### src/rtl/gemm_pkg.sv
// gemm_pkg: shared state encoding and default parameters for the GEMM result writer
package gemm_pkg;
    localparam int GemmAddrWidth = 16;
    localparam int GemmDataWidth = 128;
    localparam int GemmFifoDepth = 4;
    typedef enum logic [1:0] {StIdle = 2'd0, StRun = 2'd1, StDone = 2'd2} gemm_state_e;
endpackage

### src/rtl/gemm_result_fifo.sv
// gemm_result_fifo: synchronous FIFO with clear and same-cycle push/pop, even when full
module gemm_result_fifo import gemm_pkg::*; #(
    parameter int Width = GemmDataWidth,
    parameter int Depth = GemmFifoDepth
) (
    input  logic             clk_i,
    input  logic             rst_i,
    input  logic             clr_i,
    input  logic             push_i,
    input  logic             pop_i,
    input  logic [Width-1:0] wdata_i,
    output logic [Width-1:0] rdata_o,
    output logic             full_o,
    output logic             empty_o
);
    localparam int PtrW = $clog2(Depth);
    logic [Width-1:0] mem_q [Depth];
    logic [PtrW:0]    wr_q, wr_d, rd_q, rd_d;
    logic             do_push, do_pop;
    // Pointers carry one wrap bit so full and empty are distinguishable.
    assign empty_o = wr_q == rd_q;
    assign full_o  = (wr_q[PtrW] != rd_q[PtrW]) && (wr_q[PtrW-1:0] == rd_q[PtrW-1:0]);
    assign do_pop  = pop_i && !empty_o;
    assign do_push = push_i && (!full_o || do_pop);
    assign rdata_o = mem_q[rd_q[PtrW-1:0]];
    always_comb begin
        wr_d = clr_i ? '0 : wr_q + {{PtrW{1'b0}}, do_push};
        rd_d = clr_i ? '0 : rd_q + {{PtrW{1'b0}}, do_pop};
    end
    always_ff @(posedge clk_i) begin
        if (rst_i) begin
            wr_q <= '0;
            rd_q <= '0;
        end else begin
            wr_q <= wr_d;
            rd_q <= rd_d;
        end
    end
    always_ff @(posedge clk_i) begin
        if (do_push && !clr_i) mem_q[wr_q[PtrW-1:0]] <= wdata_i;
    end
endmodule

### src/rtl/gemm_result_writer.sv
// gemm_result_writer: buffers GEMM result tiles and writes them to SRAM at consecutive C addresses
module gemm_result_writer import gemm_pkg::*; #(
    parameter int AddrWidth = GemmAddrWidth,
    parameter int DataWidth = GemmDataWidth,
    parameter int FifoDepth = GemmFifoDepth
) (
    input  logic                 clk_i,
    input  logic                 rst_i,
    input  logic                 start_i,
    input  logic [AddrWidth-1:0] M_size_i,
    input  logic [AddrWidth-1:0] N_size_i,
    input  logic [AddrWidth-1:0] C_base_addr_i,
    input  logic                 result_valid_i,
    input  logic [DataWidth-1:0] result_data_i,
    output logic                 sram_req_o,
    input  logic                 sram_gnt_i,
    output logic [AddrWidth-1:0] sram_addr_o,
    output logic [DataWidth-1:0] sram_wdata_o,
    output logic                 busy_o,
    output logic                 done_o,
    output logic                 error_o
);
    localparam logic [AddrWidth-1:0] One = AddrWidth'(1);
    gemm_state_e          state_q, state_d;
    logic [AddrWidth-1:0] total_q, total_d, push_cnt_q, push_cnt_d, wr_cnt_q, wr_cnt_d;
    logic [AddrWidth-1:0] addr_q, addr_d, m_tiles, n_tiles, total_new;
    logic                 error_q, error_d;
    logic                 in_run, start_go, push, pop, fifo_full, fifo_empty, last_write;
    logic [DataWidth-1:0] fifo_head;
    assign in_run     = state_q == StRun;
    assign start_go   = (state_q == StIdle) && start_i;
    assign pop        = in_run && !fifo_empty && sram_gnt_i;
    assign push       = in_run && result_valid_i && (push_cnt_q != total_q) && (!fifo_full || pop);
    assign last_write = pop && (wr_cnt_q + One == total_q);
    assign m_tiles    = ((M_size_i >> 2) == '0) ? One : (M_size_i >> 2);
    assign n_tiles    = N_size_i >> 2;
    assign total_new  = m_tiles * n_tiles;
    // A zero-tile job (Nt==0, or a product that truncates to 0) has nothing to write.
    always_comb begin
        state_d    = start_go ? (total_new == '0 ? StDone : StRun) :
                     last_write ? StDone :
                     (state_q == StDone) ? StIdle : state_q;
        total_d    = start_go ? total_new : total_q;
        push_cnt_d = start_go ? '0 : push_cnt_q + AddrWidth'(push);
        wr_cnt_d   = start_go ? '0 : wr_cnt_q + AddrWidth'(pop);
        addr_d     = start_go ? C_base_addr_i : addr_q + AddrWidth'(pop);
        error_d    = (start_go ? 1'b0 : error_q) | (result_valid_i && !push);
    end
    always_ff @(posedge clk_i) begin
        if (rst_i) begin
            state_q    <= StIdle;
            total_q    <= '0;
            push_cnt_q <= '0;
            wr_cnt_q   <= '0;
            addr_q     <= '0;
            error_q    <= 1'b0;
        end else begin
            state_q    <= state_d;
            total_q    <= total_d;
            push_cnt_q <= push_cnt_d;
            wr_cnt_q   <= wr_cnt_d;
            addr_q     <= addr_d;
            error_q    <= error_d;
        end
    end
    gemm_result_fifo #(.Width(DataWidth), .Depth(FifoDepth)) u_fifo (
        .clk_i   (clk_i),
        .rst_i   (rst_i),
        .clr_i   (start_go),
        .push_i  (push),
        .pop_i   (pop),
        .wdata_i (result_data_i),
        .rdata_o (fifo_head),
        .full_o  (fifo_full),
        .empty_o (fifo_empty)
    );
    assign sram_req_o   = in_run && !fifo_empty;
    assign sram_wdata_o = sram_req_o ? fifo_head : '0;
    assign sram_addr_o  = addr_q;
    assign busy_o       = state_q != StIdle;
    assign done_o       = state_q == StDone;
    assign error_o      = error_q;
endmodule

### config.mk
export PLATFORM = sky130hd
export DESIGN_NAME = gemm_result_writer
export DESIGN_NICKNAME = d
export VERILOG_FILES = /design/src/rtl/gemm_pkg.sv /design/src/rtl/gemm_result_fifo.sv /design/src/rtl/gemm_result_writer.sv
export SDC_FILE = /design/constraint.sdc
export NUM_CORES = 1
export LEC_CHECK = 0
export BUFFER_PORTS_ARGS = -buffer_cell sky130_fd_sc_hd__buf_2
export CORE_ASPECT_RATIO = 0.8
export CORE_MARGIN = 1.5
export CORE_UTILIZATION = 46
export CTS_BUF_LIST = sky130_fd_sc_hd__clkbuf_8
export CTS_CLUSTER_DIAMETER = 50
export DETAILED_ROUTE_END_ITERATION = 12
export PLACE_DENSITY = 0.66
export SETUP_SLACK_MARGIN = 0.1
export SLEW_MARGIN = 20
export SYNTH_ARGS = -nofsm -noshare
export SYNTH_HDL_FRONTEND = slang
export SYNTH_SLANG_ARGS = --single-unit
### constraint.sdc
create_clock -name clk_i -period 20 [get_ports clk_i]
set_input_delay 2 -clock clk_i [delete_from_list [all_inputs] [get_ports clk_i]]
set_output_delay 2 -clock clk_i [all_outputs]
set_load 0.01 [all_outputs]
# Yosys cells after proc, flatten, opt, wreduce, memory -nomap -nowiden
# Memory sizes are Yosys's and may differ from the RTL's. A register that Yosys moved wholly into a read port is not among the register bits.
# Index checks and enable logic that the tools add are counted.
[totals]
ff_bits = 73
latchBits = 0
ram_bits = 512
romBits = 0
in_bits = 181
out_inout_bits = 148
word_cells = 59
n_memories = 1
[mem_list]
columns = ["memory", "words", "word_bits", "rd", "rd_clocked_by_memory_dff", "write_ports", "line_no", "text"]
rows = [
  ["u_fifo.mem_q", 4, 128, 1, 1, 1, "gemm_result_fifo.sv:17", "logic [Width-1:0] mem_q [Depth];"],
]
[op_classes]
addsub = 6
multipliers = 1
div_mod_pow = 0
n_lt_le_gt_ge = 0
n_eq_ne = 7
shift = 0
mux = 11
bitwise = 1
reduce_logical = 24
[ops]
columns = ["op", "count"]
rows = [
  ["$mux W128", 1],
  ["$add A16 B1 Y16", 3],
  ["$logic_not A16 Y1", 2],
  ["$add A16 B1 Y16 const B", 1],
  ["$eq A16 B16 Y1", 1],
  ["$mul A14 B14 Y16", 1],
  ["$mux W16", 1],
  ["$ne A16 B16 Y1", 1],
  ["$mux W14", 1],
  ["$logic_and A1 B1 Y1", 12],
  ["$mux W2", 5],
  ["$add A3 B1 Y3", 2],
  ["$logic_not A1 Y1", 4],
  ["$eq A3 B3 Y1", 1],
  ["$mux W1", 3],
  ["$reduce_bool A3 Y1", 1],
  ["$eq A2 B1 Y1 const B", 1],
  ["$eq A2 B2 Y1", 1],
  ["$eq A2 B2 Y1 const B", 1],
  ["$logic_not A2 Y1", 1],
  ["$logic_or A1 B1 Y1", 2],
  ["$reduce_bool A2 Y1", 1],
  ["$reduce_or A2 Y1", 1],
  ["$ne A1 B1 Y1", 1],
  ["$or A1 B1 Y1", 1],
]

# Logic depth before layout (Yosys ltp)
# Gate-level depths: netlist (run 1).
[depth]
ltp_word = 10
depth_mapped = 25
ltp_nobuf = 23

# Cells and area by module
# Synthesis (run 1) repeated with hierarchy kept, for this count alone.
[unflattened]
hier_cells = 1730
hier_area_um2 = 27192.3
[modules_own_cells]
columns = ["mod", "n_inst", "cells_per_inst", "area_per_inst_um2", "seq_area_each_um2"]
rows = [
  ["gemm_result_fifo", 1, 702, 18941.9, 15494.9],
  ["gemm_result_writer", 1, 1028, 8250.4, 1341.3],
]

# Least setup slack after synthesis (run 1)
# OpenSTA, ideal clock, no wires.
[synth_timing]
kind = "input port to flip-flop"
start = "in sram_gnt_i"
end = "mem u_fifo.mem_q[1][0] (netlist bit) (enable)"
setup_ns = 0.798
arrival_time_ns = 11.776
required_ns = 19.202
slack_ns = 7.425
path_stages = 4
path_buffers = 0
path_cell_list = "and2_1 > nor3_1 > nand4b_1 > nor3b_1"
[synth_between]
elab_chain_len = 7
elab_cells_between_ends = 9
classes_between = "2 x mux; 7 x reduce/logical"
[synth_lines]
columns = ["item", "line_no", "text"]
rows = [
  ["start: declaration", "gemm_result_writer.sv:16", "input logic sram_gnt_i,"],
  ["$logic_and A1 B1 Y1 (*)", "gemm_result_writer.sv:32", "assign pop = in_run && !fifo_empty && sram_gnt_i;"],
  ["$logic_or A1 B1 Y1 / $logic_and A1 B1 Y1 (equally long branches)", "gemm_result_writer.sv:33, gemm_result_fifo.sv:23", ""],
  ["$logic_and A1 B1 Y1 / $logic_or A1 B1 Y1 (equally long branches)", "gemm_result_writer.sv:33, gemm_result_fifo.sv:24", ""],
  ["$logic_and A1 B1 Y1 (*)", "gemm_result_fifo.sv:24", "assign do_push = push_i && (!full_o || do_pop);"],
  ["$logic_and A1 B1 Y1 (*)", "gemm_result_fifo.sv:40", "if (do_push && !clr_i) mem_q[wr_q[PtrW-1:0]] <= wdata_i;"],
  ["$mux W1 (*)", "gemm_result_fifo.sv:40", ""],
  ["$mux W1 (implied by the code) (*)", "gemm_result_fifo.sv:40", ""],
  ["end: declaration", "gemm_result_fifo.sv:17", ""],
]
# Every way passes the cells marked *; elsewhere a longest branch is shown, timed or not.

# Final worst setup path (run 1)
[layout_timing]
start = "in M_size_i[9]"
end = "reg state_q[1]"
[layout_between]
elab_chain_len = 6
[layout_lines]
columns = ["item", "line_no", "text"]
rows = [
  ["start: declaration", "gemm_result_writer.sv:10", "input logic [AddrWidth-1:0] M_size_i,"],
  ["$logic_not A16 Y1", "gemm_result_writer.sv:35", "assign m_tiles = ((M_size_i >> 2) == '0) ? One : (M_size_i >> 2);"],
  ["$mux W14 (*)", "gemm_result_writer.sv:35", ""],
  ["$mul A14 B14 Y16 (*)", "gemm_result_writer.sv:37", "assign total_new = m_tiles * n_tiles;"],
  ["$logic_not A16 Y1 (*)", "gemm_result_writer.sv:40", "state_d = start_go ? (total_new == '0 ? StDone : StRun) :"],
  ["$mux W2 (*) (2 in a row)", "gemm_result_writer.sv:40", ""],
  ["end signal: assignment", "gemm_result_writer.sv:51", "state_q <= StIdle;"],
  ["end signal: assignment", "gemm_result_writer.sv:58", "state_q <= state_d;"],
  ["end: declaration", "gemm_result_writer.sv:24", "gemm_state_e state_q, state_d;"],
]
# Marked as above.
# A chain may end at the register's enable or synchronous reset.

==> results.py, run 1 <==
metrics = {
    "detailed_routing": {
        "post-route-drc-count": 0,
        "wl_mm": 59.7,
        "wl_per_cell_um": 20.3,
        "antenna_left": 0,
        "viasPerCell": 5.27,
        "drt_iter0_markers": 803,
        "first_pass_iters": 5,
        "dr_total_vias": 15500,
    },
    "timing": {
        "slew_violations": 0,
        "grt_setup_unrepaired": "no",
        "fin_ws_ps": 12200,
        "fin_crit_ps": 7800,
        "fmax_ghz": 0.128,
        "worstMarginPinSlew_ps": 1060,
        "tns_ps": 0,
        "slew-limit-headroom": 0.294,
        "skew_ps": 44.3,
        "setup_violations": 0,
        "min_period_over_period": 0.390,
        "final-hold-violation-count": 0,
    },
    "worst_setup_path": {
        "path_cells": "buf_2 > nor4_1 > a41o_1 > nand2_1 > fa_1 > fa_1 > inv_1 > ha_1 > fa_1 > fa_1 > inv_1 > fa_1 > inv_1 > ha_1 > o311ai_0 > o32ai_1 > a311oi_1 > o21bai_1 > xor2_1 > or4_1 > or3_1 > a31oi_1",
        "start_kind": "primary input",
        "cp.required_ps": 20610,
        "cp-startpoint": "M_size_i[9]",
        "cp_slowest_cell": "a41o_1",
        "cp-end-kind": "flop",
        "cp.buffers_inverters": 4,
        "critPathMaxStageDelay_ps": 610,
        "path_depth": 22,
        "reg2reg_depth": 10,
        "crit_fanout": 15,
        "crit_arrival_ps": 8410,
        "critical_path.most_common_cell": "fa_1",
        "criticalPathCategory": "primary input to flop",
        "cpLargestDelayFamily": "adder cells",
        "r2r_start": "u_fifo.rd_q[0]",
    },
    "final_layout": {
        "fin_nets": 2408,
        "stdcell_count": 2942,
        "drive_gt1_frac": 0.276,
        "syn_to_final_growth_pct": 15.9,
        "fill_cells": 4727,
    },
    "clock_network": {
        "cts_sinks": 585,
        "cts_resized": 0,
        "clk_pin_slew_worst_paths_ps": 60,
        "cts_buffer_depth": 3,
        "tritoncts": "built",
        "clock_insertion_delay_worst_skew_ps": 700,
        "ctsHoldBuffers": 0,
        "cts_root_buf": "clkbuf_8",
        "post_cts_buffers": 0,
        "numCtsBuffers": 93,
        "htree_levels": 3,
    },
    "synth": {
        "ys_async_sr_fraction": 0,
        "synth_most_common_cell": "edfxtp_1",
        "ys_ff_latch": 585,
        "synth_flop_cell": "edfxtp_1",
        "yosys.area.top_type": "edfxtp_1",
        "synth_area_leaders": "edfxtp_1 (57%), mux4_2 (11%), fa_1 (5.9%)",
        "synth_edf_count": 512,
        "yosysSeqAreaShare": 0.625,
        "synthTopCellsByCount": "edfxtp_1 (512), and2_1 (204), mux4_2 (128), nand2_1 (124), inv_1 (105)",
        "syn_inst": 1739,
        "synth_top_area_frac": 0.571,
        "synth_warnings": 0,
        "syn_area_mm2": 0.0269,
        "syn_area_per_cell_um2": 15.5,
        "synth_nets": 2054,
        "ys_types": 56,
    },
    "global_routing": {
        "grt.total_usage": 0.201,
        "grt_max_degree": 99,
        "grt_use_met1": 0.263,
        "grtUsageMet3": 0.0653,
        "grt_pass1_wl_mm": 91.6,
        "grt-ovfl-total": 0,
        "antenna_found_initial": 15,
        "use_met2": 0.322,
        "grt_pass1_vias": 16400,
        "busiest_layer": "met2",
    },
    "die": {
        "die_y_um": 219,
        "design.core.area_mm2": 0.0580,
        "start_util": 0.464,
        "io_pins": 329,
        "die_x_um": 274,
        "core.rowCount": 79,
        "die_area_mm2": 0.0600,
    },
    "placed_design": {
        "routabilityCongestion": 0.862,
        "numPortBuffers": 324,
        "hpwl_mm": 38.8,
        "dp_cells": 2767,
        "dp_slack_ps": 11520,
    },
    "outcome": {
        "outcome": "completed",
    },
    "power": {
        "p_total_mw": 3.15,
        "vdd_drop_max_mv": 0.0809,
        "p_leak_nw": 11.7,
        "power_density_mw_per_mm2": 101,
    },
    "run": {
        "maxCapViolCount": 0,
    },
    "min_path": {
        "hold_depth": 2,
        "min_from": "state_q[0]",
        "min_path_type": "flop to flop",
    },
}
[stage by stage]
step	util	hold WS (ps)	cell area, um^2
floorplan	-	470	26900
global placement	0.506	478	29400
detailed placement	0.506	499	29400
CTS	0.538	508	31200
global route	0.538	548	31200
finish	0.538	510	31200
[layer usage]
| metal | up-vias | part of all wire |
|---|---|---|
| met4 | 14 | 0.020 |
| li1 | 7096 | - |
| met5 | - | 0.0016 |
| met2 | 436 | 0.48 |
| met1 | 7838 | 0.43 |
| met3 | 108 | 0.075 |
[sequential cells by signal, summed over array words and instances, names as in the netlist]
name,flops
total_q,16
wr_cnt_q,16
u_fifo.mem_q,512
push_cnt_q,16
u_fifo.wr_q,3
error_o,1
u_fifo.rd_q,3
sram_addr_o,16
state_q,2
[worst register-to-register path, delay by kind of cell, from the launching register on]
family / cells / cell delay, ps
buffers and inverters: 3 / 1810
AND/OR/NAND/NOR: 5 / 1580
flip-flops: 1 / 680
AO/OA/AOI/OAI: 1 / 300
XOR/XNOR: 1 / 250
[cells by family (layout without fill, tap and decap cells)]
kind of cell               after synthesis  after routing  synth area share
DFF                                    585            585             0.625
adders and majority gates              134            134            0.0843
muxes                                  132            132             0.109
and+or+nand+nor                        496            496            0.0977
other                                    0              7                 0
AOI/OAI and AO/OA                      101            101            0.0242
buffers and inverters                  189            616            0.0263
xor gates and xnor gates               102            102            0.0337
[layout by cell type (no fill, tap or decap), drive strengths merged, types with 8 or more instances in the layout]
cell type,netlist,final
dfxtp,73,73
nand3,24,24
xor2,53,53
xnor2,48,48
edfxtp,512,512
or3,16,16
buf,13,343
nand2,124,124
nand4,16,16
o21ai,20,20
nor2,65,65
and2,205,205
a21oi,30,30
ha,55,55
a211oi,14,14
mux4,128,128
clkbuf,71,97
nor4,9,9
fa,79,79
inv,105,139
nor3,8,8
clkinv,0,33
[worst paths after layout]
check | endpoint | slack [ps]
worst min register to register | state_q[0] | 510
worst max register to register | u_fifo.mem_q[2][81] | 14970
worst max-delay path | state_q[1] | 12200
worst min-delay path | state_q[0] | 510
[layout make-up]
cell class	instances	area, um^2	area share
multi-input combinational	965	9420	0.302
antenna	7	17.5	0.000561
clock inverter	71	475	0.0152
tap	769	962	0.0308
inverter	105	394	0.0126
clock buffer	97	1340	0.0428
sequential	585	16800	0.540
timing repair buffer	343	1760	0.0565
[power breakdown]
group / switching (mW) / total, mW / internal, mW
Clock: 0.474 / 0.985 / 0.510
Sequential: 0.0225 / 1.39 / 1.36
Combinational: 0.446 / 0.781 / 0.336
Note: power is estimated with default switching activity, not from simulation.
==> inputs of run 2 (changes only) <==
- clock period: 20 -> 8 ns (I/O delays scaled with it)
==> results.py, run 2 (same netlist as run 1, synthesis figures left out) <==
metrics = {
    "timing": {
        "slew_violations": 0,
        "fmax_ghz": 0.151,
        "grt_setup_unrepaired": "no",
        "tns_ps": 0,
        "worstMarginPinSlew_ps": 1030,
        "final-hold-violation-count": 0,
        "fin_crit_ps": 6630,
        "slew-limit-headroom": 0.312,
        "fin_ws_ps": 1370,
        "skew_ps": 46.4,
        "setup_violations": 0,
        "whs_ps": 291,
        "min_period_over_period": 0.829,
    },
    "worst_setup_path": {
        "cp.required_ps": 8610,
        "cp-end-kind": "flop",
        "crit_arrival_ps": 7240,
        "crit_fanout": 15,
        "start_kind": "primary input",
        "reg2reg_depth": 9,
        "criticalPathCategory": "primary input to flop",
        "path_cells": "buf_2 > nor4_1 > a41o_1 > nand2_1 > fa_1 > fa_1 > inv_1 > ha_1 > fa_1 > fa_1 > inv_1 > fa_1 > inv_1 > ha_1 > o311ai_0 > o32ai_1 > a311oi_1 > o21bai_1 > xor2_1 > or4_1 > or3_1 > a31oi_1",
        "r2r_start": "u_fifo.rd_q[1]",
        "critPathMaxStageDelay_ps": 640,
        "cp-startpoint": "M_size_i[7]",
        "cp_slowest_cell": "a41o_1",
        "cp.buffers_inverters": 4,
        "cpLargestDelayFamily": "adder cells",
        "rrSetupSlack_ps": 4160,
        "critical_path.most_common_cell": "fa_1",
        "rr_endpoint": "u_fifo.mem_q[2][120]",
    },
    "die": {
        "io_pins": 329,
        "die_y_um": 219,
        "design.core.area_mm2": 0.0580,
        "die_area_mm2": 0.0600,
        "die_x_um": 274,
        "core.rowCount": 79,
        "start_util": 0.464,
    },
    "clock_network": {
        "ctsHoldBuffers": 0,
        "tritoncts": "built",
        "cts_resized": 0,
        "clk_pin_slew_worst_paths_ps": 60,
        "clock_insertion_delay_worst_skew_ps": 720,
        "cts_root_buf": "clkbuf_8",
        "cts_sinks": 585,
        "post_cts_buffers": 0,
        "numCtsBuffers": 91,
        "htree_levels": 3,
        "cts_buffer_depth": 3,
    },
    "detailed_routing": {
        "wl_mm": 59.1,
        "first_pass_iters": 5,
        "dr_total_vias": 15500,
        "wl_per_cell_um": 20.3,
        "drt_iter0_markers": 882,
        "antenna_left": 0,
        "viasPerCell": 5.32,
        "post-route-drc-count": 0,
    },
    "final_layout": {
        "fin_nets": 2400,
        "drive_gt1_frac": 0.273,
        "most-common-layout-cells": "edfxtp_1 (512), buf_2 (324), and2_1 (204)",
        "fin_util": 0.536,
        "final_common_cell": "edfxtp_1",
        "largest_reg_flops": 512,
        "syn_to_final_growth_pct": 15.5,
    },
    "placed_design": {
        "routabilityCongestion": 0.868,
        "dp_slack_ps": 728,
        "hpwl_mm": 37.4,
        "numPortBuffers": 324,
    },
    "outcome": {
        "outcome": "completed",
    },
    "power": {
        "p_leak_nw": 11.7,
        "power_density_mw_per_mm2": 249,
        "p_total_mw": 7.74,
        "vdd_drop_max_mv": 0.182,
    },
    "min_path": {
        "hold_depth": 1,
        "min_from": "result_data_i[105]",
        "min_path_type": "primary input to flop",
        "hold_end": "u_fifo.mem_q[2][105]",
    },
    "global_routing": {
        "grt_pass1_vias": 16300,
        "grt.total_usage": 0.202,
        "antenna_found_initial": 13,
        "grt-ovfl-total": 0,
        "grt_max_degree": 124,
        "grt_pass1_wl_mm": 92.5,
    },
    "run": {
        "maxCapViolCount": 0,
    },
}
-- run 2: worst max path at each step --
stage / cells after the start / to
after floorplan: 9 / u_fifo.mem_q[2][0]
after global placement: 22 / state_q[1]
after detailed placement: 22 / state_q[1]
after CTS: 22 / state_q[1]
after global routing: 22 / state_q[1]
final: 22 / state_q[1]
-- run 2: metrics by stage --
step	cells	instance area, um^2
after global placement	2761	29400
after global routing	2914	31100
after CTS	2912	31100
after detailed placement	2761	29400
final	2916	31100
after floorplan	1739	26900
-- run 2: per-layer routing --
layer,track usage,wire (um),vias up
li1,-,-,7075
met1,0.267,25100,7923
met2,0.324,28400,398
met3,0.0675,4450,93
met4,0.0516,1050,16
met5,0,102,-
-- run 2: layout make-up --
class / count / area, um^2
diodes: 4 / 10.0
clock buffers: 94 / 1290
clock inverters: 57 / 382
fillers: 4763 / 26900
inverters: 105 / 394
multi-input cells: 965 / 9440
flip-flops and latches: 585 / 16800
well taps: 769 / 962
repair buffers: 337 / 1770
-- run 2: worst reg2reg max path: stages, from the launching register on --
cell	delay [ps]
dfxtp_4	770
xnor2_1	260
a311oi_4	250
and2_1	270
nor3_1	70
nand4b_1	450
inv_1	240
nand2_1	120
nor2_4	250
buf_12	520
-- run 2: where the power goes --
part,switching (mW),total [mW],internal (mW)
Sequential,0.0606,3.47,3.41
Clock,1.15,2.33,1.17
Combinational,1.10,1.94,0.838
==> inputs of run 3 (changes only) <==
- clock period: 8 -> 6.2 ns (I/O delays scaled with it)
==> results.py, run 3 (same netlist as run 1, synthesis figures left out) <==
metrics = {
    "global_routing": {
        "grt.total_usage": 0.205,
        "grt-ovfl-total": 0,
        "grt_max_degree": 127,
        "grt_pass1_vias": 16800,
        "antenna_found_initial": 15,
        "grt_pass1_wl_mm": 93.8,
    },
    "power": {
        "vdd_drop_max_mv": 0.415,
        "p_leak_nw": 12.0,
        "swShare": 0.294,
        "p_comb_frac": 0.298,
        "p_total_mw": 10.7,
        "pwr-share-clk": 0.282,
        "power_density_mw_per_mm2": 336,
        "power_frac_seq": 0.419,
        "internal_power_mw": 7.52,
        "p_sw_mw": 3.14,
    },
    "detailed_routing": {
        "drt_iter0_markers": 938,
        "viasPerCell": 5.27,
        "wl_mm": 59.9,
        "wl_per_cell_um": 20.0,
        "antenna_left": 0,
        "post-route-drc-count": 0,
        "first_pass_iters": 5,
        "dr_total_vias": 15800,
    },
    "final_layout": {
        "fill_cells": 4733,
        "regArea_mm2": 0.0168,
        "largest_reg_flops": 512,
        "fin_nets": 2465,
        "most-common-layout-cells": "edfxtp_1 (512), buf_2 (324), and2_1 (202)",
        "design_area_mm2": 0.0317,
        "final_common_cell": "edfxtp_1",
        "multi_input_area_mm2": 0.00950,
        "drive_gt1_frac": 0.301,
        "syn_to_final_growth_pct": 17.6,
    },
    "worst_setup_path": {
        "crit_fanout": 5,
        "critical_path.most_common_cell": "fa_1",
        "cp-end-kind": "flop",
        "criticalPathCategory": "primary input to flop",
        "r2r_start": "u_fifo.rd_q[0]",
        "rrSetupSlack_ps": 2290,
        "path_cells": "buf_2 > nor4_1 > a41o_2 > buf_4 > nand2_1 > fa_2 > fa_1 > inv_1 > ha_1 > fa_1 > fa_1 > inv_1 > fa_1 > inv_1 > ha_4 > buf_4 > and2_1 > a311oi_1 > o21bai_2 > xor2_1 > or4_1 > or3_1 > a31oi_1",
        "critPathMaxStageDelay_ps": 510,
        "crit_arrival_ps": 6430,
        "reg2reg_depth": 8,
        "rr_endpoint": "u_fifo.mem_q[3][85]",
        "cp_slowest_cell": "or4_1",
        "start_kind": "primary input",
        "cp.required_ps": 6790,
    },
    "placed_design": {
        "numPortBuffers": 324,
        "dp_slack_ps": -418,
        "hpwl_mm": 39.5,
        "routabilityCongestion": 0.864,
        "place_area_mm2": 0.0300,
    },
    "timing": {
        "slew-limit-headroom": 0.264,
        "slew_violations": 0,
        "fin_crit_ps": 5840,
        "fin_ws_ps": 363,
        "final-hold-violation-count": 0,
        "worstMarginPinSlew_ps": 1100,
        "skew_ps": 48.8,
        "grt_setup_unrepaired": "no",
        "min_period_over_period": 0.941,
        "fmax_ghz": 0.171,
        "setup_violations": 0,
        "tns_ps": 0,
    },
    "min_path": {
        "hold_depth": 1,
        "min_from": "result_data_i[126]",
        "min_path_type": "primary input to flop",
        "hold_end": "u_fifo.mem_q[0][126]",
    },
    "clock_network": {
        "cts_buffer_depth": 3,
        "cts_root_buf": "clkbuf_8",
        "clock_insertion_delay_worst_skew_ps": 710,
        "ctsHoldBuffers": 0,
        "clk_pin_slew_worst_paths_ps": 60,
        "cts_sinks": 585,
        "tritoncts": "built",
        "htree_levels": 3,
        "numCtsBuffers": 90,
    },
    "die": {
        "start_util": 0.464,
        "die_area_mm2": 0.0600,
        "die_x_um": 274,
        "io_pins": 329,
        "design.core.area_mm2": 0.0580,
        "core.rowCount": 79,
        "die_y_um": 219,
    },
    "run": {
        "maxCapViolCount": 0,
    },
    "outcome": {
        "outcome": "completed",
    },
}
run 3: cell count changes in the layout (fill, tap and decap cells not counted), moves of 3 or more:
cell,before,now
inv_1,143,135
ha_1,55,52
clkbuf_8,94,91
ha_4,0,3
clkinv_1,7,18
buf_4,9,73
clkinv_2,3,10
inv_16,4,0
inv_12,1,4
run 3: per-layer routing:
layer	vias up	global-route usage	share of wire
li1	7208	-	-
met1	8047	0.268	0.43
met2	388	0.331	0.48
met3	94	0.0613	0.071
met4	20	0.0604	0.018
met5	-	0	0.0021
run 3: worst max-delay path, delay by kind of cell:
kind,cells,cell delay (ps)
AOI/OAI and AO/OA,4,1010
xor gates and xnor gates,1,180
adders and majority gates,7,2740
buffers and inverters,6,540
and+or+nand+nor,5,1340
run 3: stage by stage:
| stage | hold slack, ps | cells | utilization |
|---|---|---|---|
| floorplan | 470 | 1739 | - |
| global placement | 480 | 2827 | 0.517 |
| detailed placement | 495 | 2827 | 0.517 |
| CTS | 47.3 | 2987 | 0.546 |
| global route | 73.9 | 2989 | 0.546 |
| finish | 122 | 2991 | 0.546 |
run 3: power groups by stage:
stage | combinational, mW | sequential, mW | clock, mW
after floorplan | 1.98 | 4.53 | 0
after global placement | 3.11 | 4.54 | 0
after detailed placement | 3.19 | 4.55 | 0
after CTS | 3.21 | 4.47 | 3.10
after global routing | 3.61 | 4.47 | 3.27
final | 3.18 | 4.47 | 3.01
run 3: worst max path at each step:
| stage | startpoint | to | slack, ps | cells after the start |
|---|---|---|---|---|
| 2_1_floorplan | M_size_i[9] | state_q[1] | 110 | 21 |
| 3_3_place_gp | M_size_i[11] | state_q[1] | -220 | 23 |
| 3_5_place_dp | M_size_i[11] | state_q[1] | -420 | 23 |
| 4_1_cts | M_size_i[11] | state_q[1] | 290 | 23 |
| 5_1_grt | M_size_i[11] | state_q[1] | 110 | 22 |
| 6_report | M_size_i[11] | state_q[1] | 360 | 23 |
run 3: final cells by class:
type	count	area share
flip-flops and latches	585	0.532
multi-input cells	965	0.300
repair buffers	403	0.0723
clock buffers	91	0.0395
well taps	769	0.0304
clock inverters	69	0.0135
inverters	105	0.0124
diodes	4	0.000316
run 3: timing repair:
action                     4_1_cts  5_1_grt
setup endpoints to repair        0        2
buffers inserted                 0        0
resized for setup                0        3
